## src/rtl/restoring_divider_if.sv

```systemverilog
// Operand/result handshake bundle for restoring_divider: dividend/divisor
// with dov on the request side; quotient/remainder/div_by_zero with done
// and busy on the response side. N must match the divider's N.
interface restoring_divider_if #(
    parameter int unsigned N = 2
);
    logic [2*N-1:0] dividend;
    logic [N-1:0]   divisor;
    logic           dov;
    logic [2*N-1:0] quotient;
    logic [N-1:0]   remainder;
    logic           busy;
    logic           done;
    logic           div_by_zero;

    modport master (
        output dividend, divisor, dov,
        input  quotient, remainder, busy, done, div_by_zero
    );

    modport slave (
        input  dividend, divisor, dov,
        output quotient, remainder, busy, done, div_by_zero
    );
endinterface

```

## src/rtl/restoring_divider.sv

```systemverilog
// Sequential radix-2 restoring divider: 2N-bit dividend / N-bit divisor
// giving a 2N-bit quotient and N-bit remainder, one quotient bit per clock.
// Handshake: dov accepted while idle, done pulses one cycle with results.
// Optional build macro RESTDIV_DIVZ_FAST_EN: a zero divisor bypasses the
// iteration and completes one cycle after accept.
module restoring_divider #(
    parameter int unsigned N = 2
) (
    input  logic                   clk,
    input  logic                   reset,
    restoring_divider_if.slave     bus
);
    localparam int unsigned CW = (2*N > 1) ? $clog2(2*N) : 1;
    localparam logic [CW-1:0] CNT_LAST = CW'(2*N - 1);

    typedef enum logic [1:0] {
        IDLE = 2'd0,
        RUN  = 2'd1,
        DIVZ = 2'd2
    } state_t;

    state_t          state;
    logic [CW-1:0]   cnt;
    logic [N:0]      rem_q;
    logic [2*N-1:0]  dq_q;
    logic [N-1:0]    dvs_q;

    logic [N:0]      shifted;
    logic [N:0]      trial;
    logic            take;
    logic [N:0]      next_rem;
    logic [2*N-1:0]  next_dq;

    // One restoring step: shift in the next dividend bit, trial-subtract the
    // divisor, keep the difference when it does not go negative.
    // rem_q[N] is the bit shifted out of the N+1-bit window; when set, the
    // true shifted value already exceeds any N-bit divisor, so the trial wins.
    always_comb begin
        shifted  = {rem_q[N-1:0], dq_q[2*N-1]};
        trial    = shifted - {1'b0, dvs_q};
        take     = rem_q[N] | (shifted >= {1'b0, dvs_q});
        next_rem = take ? trial : shifted;
        next_dq  = {dq_q[2*N-2:0], take};
    end

    // Control FSM with registered handshake and result outputs.
    always_ff @(posedge clk) begin
        if (reset) begin
            state           <= IDLE;
            cnt             <= '0;
            rem_q           <= '0;
            dq_q            <= '0;
            dvs_q           <= '0;
            bus.quotient    <= '0;
            bus.remainder   <= '0;
            bus.busy        <= 1'b0;
            bus.done        <= 1'b0;
            bus.div_by_zero <= 1'b0;
        end else begin
            bus.done <= 1'b0;
            case (state)
                IDLE: begin
                    if (bus.dov) begin
                        dq_q     <= bus.dividend;
                        dvs_q    <= bus.divisor;
                        rem_q    <= '0;
                        cnt      <= CNT_LAST;
                        bus.busy <= 1'b1;
`ifdef RESTDIV_DIVZ_FAST_EN
                        state    <= (bus.divisor == '0) ? DIVZ : RUN;
`else
                        state    <= RUN;
`endif
                    end
                end
                RUN: begin
                    rem_q <= next_rem;
                    dq_q  <= next_dq;
                    if (cnt == '0) begin
                        bus.quotient    <= next_dq;
                        bus.remainder   <= next_rem[N-1:0];
                        bus.div_by_zero <= (dvs_q == '0);
                        bus.done        <= 1'b1;
                        bus.busy        <= 1'b0;
                        state           <= IDLE;
                    end else begin
                        cnt <= cnt - CW'(1);
                    end
                end
                DIVZ: begin
                    // Same values the full iteration yields for a zero divisor.
                    bus.quotient    <= '1;
                    bus.remainder   <= dq_q[N-1:0];
                    bus.div_by_zero <= 1'b1;
                    bus.done        <= 1'b1;
                    bus.busy        <= 1'b0;
                    state           <= IDLE;
                end
                default: state <= IDLE;
            endcase
        end
    end
endmodule

```

## src/flat_wrapper.sv

```systemverilog
// flat-port wrapper written by rule: the top's interface ports become plain ports
module restoring_divider_flat 
#(
    parameter int unsigned N = 2
)
  (clk, reset, bus_dividend, bus_divisor, bus_dov, bus_quotient, bus_remainder, bus_busy, bus_done, bus_div_by_zero);
  restoring_divider_if #(.N(N)) bus_i ();
  input  logic clk;
  input  logic reset;
  input wire logic [$bits(bus_i.dividend)-1:0] bus_dividend;
  input wire logic [$bits(bus_i.divisor)-1:0] bus_divisor;
  input wire logic [$bits(bus_i.dov)-1:0] bus_dov;
  output wire logic [$bits(bus_i.quotient)-1:0] bus_quotient;
  output wire logic [$bits(bus_i.remainder)-1:0] bus_remainder;
  output wire logic [$bits(bus_i.busy)-1:0] bus_busy;
  output wire logic [$bits(bus_i.done)-1:0] bus_done;
  output wire logic [$bits(bus_i.div_by_zero)-1:0] bus_div_by_zero;
  assign bus_i.dividend = bus_dividend;
  assign bus_i.divisor = bus_divisor;
  assign bus_i.dov = bus_dov;
  assign bus_quotient = bus_i.quotient;
  assign bus_remainder = bus_i.remainder;
  assign bus_busy = bus_i.busy;
  assign bus_done = bus_i.done;
  assign bus_div_by_zero = bus_i.div_by_zero;
  restoring_divider #(.N(N)) u_core (.clk(clk), .reset(reset), .bus(bus_i));
endmodule
```

## config.mk

```make
export PLATFORM = sky130hd
export DESIGN_NAME = restoring_divider_flat
export DESIGN_NICKNAME = d
export VERILOG_FILES = /design/src/rtl/restoring_divider_if.sv /design/src/rtl/restoring_divider.sv /design/src/flat_wrapper.sv
export SDC_FILE = /design/constraint.sdc
export NUM_CORES = 1
export LEC_CHECK = 0
export ABC_CLOCK_PERIOD_IN_PS = 1800
export CORE_MARGIN = 5
export CORE_UTILIZATION = 51
export CTS_BUF_LIST = sky130_fd_sc_hd__clkbuf_2
export DETAILED_ROUTE_END_ITERATION = 10
export PLACE_DENSITY = 0.86
export SLEW_MARGIN = 20
export SYNTH_ARGS = -nofsm -noshare
export SYNTH_HDL_FRONTEND = slang
export SYNTH_SLANG_ARGS = --single-unit
```

## constraint.sdc

```tcl
create_clock -name clk -period 1.8 [get_ports clk]
set_clock_uncertainty 0.1 [all_clocks]
set_input_delay 0.36 -clock clk [delete_from_list [all_inputs] [get_ports clk]]
set_output_delay 0.36 -clock clk [all_outputs]
set_load 0.01 [all_outputs]
```

# After elaboration in Yosys (flattened, before gate mapping)
# Cells that the tools add are included.
word_totals:
  reg_bits: 22
  inputBits: 9
  out_inout_bits: 9
  word_cells: 53
classes:
  addsub: 2
  order_cmp: 1
  eq_ne: 5
  n_mux: 22
  bitwise: 1
  n_reduce_logical: 12
op_table:
  columns: ["operator", "count"]
  rows:
  - ["4-bit one-hot mux with 2 select lines", 2]
  - ["2-bit one-hot mux with 2 select lines", 3]
  - ["2-bit two-way mux", 5]
  - ["4-bit two-way mux", 2]
  - ["2-bit AND reduction", 4]
  - ["2-bit zero test", 3]
  - ["3-bit two-way mux", 2]
  - ["3-bit one-hot mux with 2 select lines", 1]
  - ["3-bit AND reduction", 2]
  - ["1-bit two-way mux", 4]
  - ["2-bit inequality test, second input constant", 2]
  - ["1-bit one-hot mux with 2 select lines", 2]
  - ["2-bit nonzero test", 2]
  - ["3-bit by 2-bit >= comparator with 1-bit output", 1]
  - ["1-bit one-hot mux with 3 select lines", 1]
  - ["3-bit nonzero test", 1]
  - ["3-bit by 2-bit subtractor with 3-bit output", 1]
  - ["2-bit by 1-bit equality test with 1-bit output, second input constant", 1]
  - ["2-bit equality test, second input constant", 1]
  - ["2-bit by 1-bit inequality test with 1-bit output, second input constant", 1]
  - ["2-bit by 1-bit subtractor with 2-bit output, second input constant", 1]
  - ["1-bit OR", 1]

# Depth between registers and ports, before layout
# Gate-level depths: netlist of run 1.
logic_depth:
  ltp_word: 5
  depth_mapped: 7
  depth_no_buf: 7

# Worst setup path before layout of run 1
# Ideal clock, no wire load.
synth_timing:
  path_type: "reg2reg"
  from: "register u_core.dvs_q[1]"
  to: "register u_core.bus.remainder[1]"
  setup_time_ps: 86
  t_arrival_ps: 1403
  setup_slack_ps: 211
  path_stages_with_launch: 7
  path_cell_list: "dfxtp_1 inv_1 ha_1 or3_4 a21o_1 mux2i_1 a211oi_1"
synth_via:
  elab_chain_len: 5
  word_cells_on_any_way: 6
synth_lines:
  columns: ["item", "line", "source"]
  rows:
  - ["from (decl)", "restoring_divider.sv:26", "logic [N-1:0] dvs_q;"]
  - ["from (signal assigned)", "restoring_divider.sv:65", "dvs_q <= bus.divisor;"]
  - ["3-bit by 2-bit >= comparator with 1-bit output", "restoring_divider.sv:41", "take = rem_q[N] | (shifted >= {1'b0, dvs_q});"]
  - ["1-bit OR", "restoring_divider.sv:41", null]
  - ["3-bit two-way mux (*)", "restoring_divider.sv:42", "next_rem = take ? trial : shifted;"]
  - ["2-bit two-way mux (*)", "restoring_divider.sv:79", "if (cnt == '0) begin"]
  - ["2-bit one-hot mux with 2 select lines (*)", "restoring_divider.sv:61", "case (state)"]
  - ["to (signal assigned)", "restoring_divider.sv:81", "bus.remainder <= next_rem[N-1:0];"]
  - ["to (signal assigned)", "restoring_divider.sv:93", "bus.remainder <= dq_q[N-1:0];"]
  - ["to (decl)", "restoring_divider_if.sv:23", "output quotient, remainder, busy, done, div_by_zero"]
# Mark *: on every way between the ends. The rest lies on a longest branch, timed or not. The select of a mux whose other input is x is not followed.
# A chain may end at the register's enable or synchronous reset.

# Worst setup path in the final report of run 1
# Same ends and word-level chain as after synthesis.

==> impl_metrics.ini, run 1 <==
[status]
outcome = finished, final reports clean

[sta]
tightest_slew_ns = 0.302
fin_crit_sh_pct = 95.7
maxSlewViolCount = 0
finalHoldViolCount = 0
timing.setup.tns_ns = 0
timing.final.crit_period_ns = 1.72
timing.hold.ws_ns = 0.370
relSlewSlack_pct = 79.8
max_freq_mhz = 580
grt_setup_unrepaired = false
setup_viol = 0

[worst_setup_path]
arrival_ns = 1.84
rrSetupSlack_ns = 0.08
rr_endpoint = u_core.bus.remainder[1]
r2r-start = u_core.dvs_q[1]
endpoint_kind = flip-flop
crit_type = reg2reg
worstSetupEndpoint = u_core.bus.remainder[1]
critPathLaunchType = flip-flop
cp.required_ns = 1.92
crit_fanout = 3
reg2regPathDepth = 6
crit_start = u_core.dvs_q[1]

[job]
max-cap-violations = 0

[finish]
drive_gt1_share_pct = 9.76
synthToLayoutAreaGrowth_pct = 26.9
antenna_cells = 0
final_nets = 137
layout_commonest_cell = dfxtp_1
fillerInstances = 135
final_util_pct = 66.5
final_cell_mix = dfxtp_1, clkdlybuf4s50_1, nor2_1

[placement]
dp_hpwl_mm = 1.44
place_congestion = 0.796
portBuffers = 17

[global_route]
grt_pass1_wl_mm = 3.22
overflow = 0
antenna_found_initial = 0
grt_usage_pct = 16.0
grt_max_degree = 19
grt_pass1_vias = 749

[synth]
synth_seq_cells = 20
ys.flop_type = dfxtp_1
synth_area_per_cell_sq_um = 8.59
synth_fp_nets = 115
yosysTopAreaCellShare_pct = 45.7
syn_inst = 102
synth_area_sq_um = 876
async_flop_share_pct = 0
synth_warnings = 0
synth-edff-count = 0
synth_area_leaders = dfxtp_1, nor2_1, mux2i_1
synth.distinct_cells = 26
yosysSeqAreaShare_pct = 45.7
synth.largest_area_cell = dfxtp_1

[route]
wl_met2_um = 885
wl_met1_um = 893
highest_layer = met4
drc = 0
totalWireLength_mm = 1.93
post_drt_wl_per_cell_um = 13.8
met3WireLength_um = 112
ant_nets = 0
routed_via_density = 5.46
dr.pass1.iters = 4
drt_iter0_markers = 13
route.vias.total = 765

[worst_hold_path]
hp-class = reg2reg

[pwr]
p_total_w = 0.000906
total_leakage_power_nw = 0.434
ir_drop_mv = 0.542
power_density_nw_per_um2 = 816

[cts]
clk_latency_ns = 0.32
numCtsBuffers = 3
cts_root_buffer = clkbuf_2
htreeDepth = 1
clk_pin_slew_ns = 0.19
postCtsResizedCells = 0
clkSinkCount = 20
cts_tree = built
hold_buffers = 0
cts_setup_buffers = 0
clk_path_buf_depth = 2

[floorplanning]
rows = 15
start_util_pct = 52.4
core_sq_um = 1670
fp.dieH_um = 51.4
die_area_sq_um = 2650
die_w_um = 51.4
io_pins = 18
-- cells by family (layout without fill, tap and decap cells) --
group	Yosys count	in the layout	synth area share (%)
multiplexers	5	5	5.71
AND/OR/NAND/NOR	37	37	19.4
adder cells (fa/ha/maj)	4	4	6.57
XOR/XNOR	2	2	2.00
buffers and inverters	11	32	5.00
flip-flops	20	20	45.7
AO/OA/AOI/OAI	23	23	15.6
-- how the worst min path moves through the flow --
| stage | startpoint | to | cells past startpoint |
|---|---|---|---|
| global placement | u_core.bus.quotient[1] | u_core.bus.quotient[1] | 2 |
| global route | u_core.dq_q[0] | u_core.bus.quotient[1] | 2 |
| detailed placement | u_core.bus.quotient[1] | u_core.bus.quotient[1] | 2 |
| CTS | u_core.bus.quotient[1] | u_core.bus.quotient[1] | 2 |
| floorplan | u_core.cnt[1] | u_core.cnt[1] | 2 |
| finish | u_core.bus.quotient[1] | u_core.bus.quotient[1] | 2 |
-- cell type report --
| type | count | area, sq um | share of cell area, % |
|---|---|---|---|
| Inverter | 5 | 18.8 | 1.69 |
| Timing Repair Buffer | 23 | 215 | 19.4 |
| Clock buffer | 3 | 15.0 | 1.35 |
| Clock inverter | 1 | 3.75 | 0.338 |
| Tap cell | 17 | 21.3 | 1.91 |
| Sequential cell | 20 | 402 | 36.1 |
| Multi-Input combinational cell | 71 | 435 | 39.2 |
-- stage by stage --
step / instances / instance area (sq um) / worst slack (ns)
final: 140 / 1110 / 0.0766
after global routing: 140 / 1110 / 0.000149
after CTS: 140 / 1110 / 0.0338
after detailed placement: 136 / 1090 / 0.0510
after global placement: 136 / 1090 / 0.113
after floorplan: 102 / 876 / 0.211
-- critical path: stages, from the launching register on --
cell and delay (ns):
dfxtp_2 0.36, inv_1 0.07, ha_1 0.20, or3_4 0.33
a21o_1 0.21, mux2i_2 0.25, a211oi_1 0.10
-- Yosys cell counts, drive strengths merged, types with 2 or more instances --
cell and number:
a211oi 6, a21oi 9, buf 3, clkbuf 3, dfxtp 20, ha 3, inv 5, mux2i 5
nand2 10, nand2b 2, nor2 16, nor2b 2, nor3 3, o21ai 5
-- where the power goes --
part / switching, W / internal, W
Combinational: 0.000112 / 0.000110
Sequential: 0.0000217 / 0.000476
Clock: 0.000138 / 0.0000483
Total: 0.000272 / 0.000635
-- layer usage --
metal | GRT usage, % | up-vias
met3 | 2.62 | 5
met1 | 20.3 | 350
met2 | 27.1 | 24
met5 | 0 | -
li1 | - | 386
met4 | 5.68 | 0
-- state kept, by name (all words and copies together), names as in the netlist --
| signal | cells |
|---|---|
| u_core.cnt | 2 |
| u_core.dvs_q | 2 |
| u_core.dq_q | 4 |
| u_core.bus.busy | 1 |
| u_core.bus.done | 1 |
| u_core.bus.quotient | 4 |
| u_core.rem_q | 3 |
| u_core.bus.remainder | 2 |
| u_core.bus.div_by_zero | 1 |
(Power assumes the default switching activity.)
==> inputs of run 2 (changes only) <==
--- a/config.mk
+++ b/config.mk
@@ -11,7 +11,7 @@
 export CTS_BUF_LIST = sky130_fd_sc_hd__clkbuf_2
 export DETAILED_ROUTE_END_ITERATION = 10
 export PLACE_DENSITY = 0.86
-export SLEW_MARGIN = 20
 export SYNTH_ARGS = -nofsm -noshare
 export SYNTH_HDL_FRONTEND = slang
 export SYNTH_SLANG_ARGS = --single-unit
+export TNS_END_PERCENT = 5
==> results of run 2 <==
Final layout, timing and power as in run 1 (identical DEF).
==> inputs of run 3 (changes only) <==
--- a/config.mk
+++ b/config.mk
@@ -10,6 +10,7 @@
 export CORE_UTILIZATION = 51
 export CTS_BUF_LIST = sky130_fd_sc_hd__clkbuf_2
 export DETAILED_ROUTE_END_ITERATION = 10
+export HOLD_SLACK_MARGIN = 0.02
 export PLACE_DENSITY = 0.86
 export SYNTH_ARGS = -nofsm -noshare
 export SYNTH_HDL_FRONTEND = slang
==> results of run 3 <==
Final layout, timing and power as in run 1 (identical DEF).
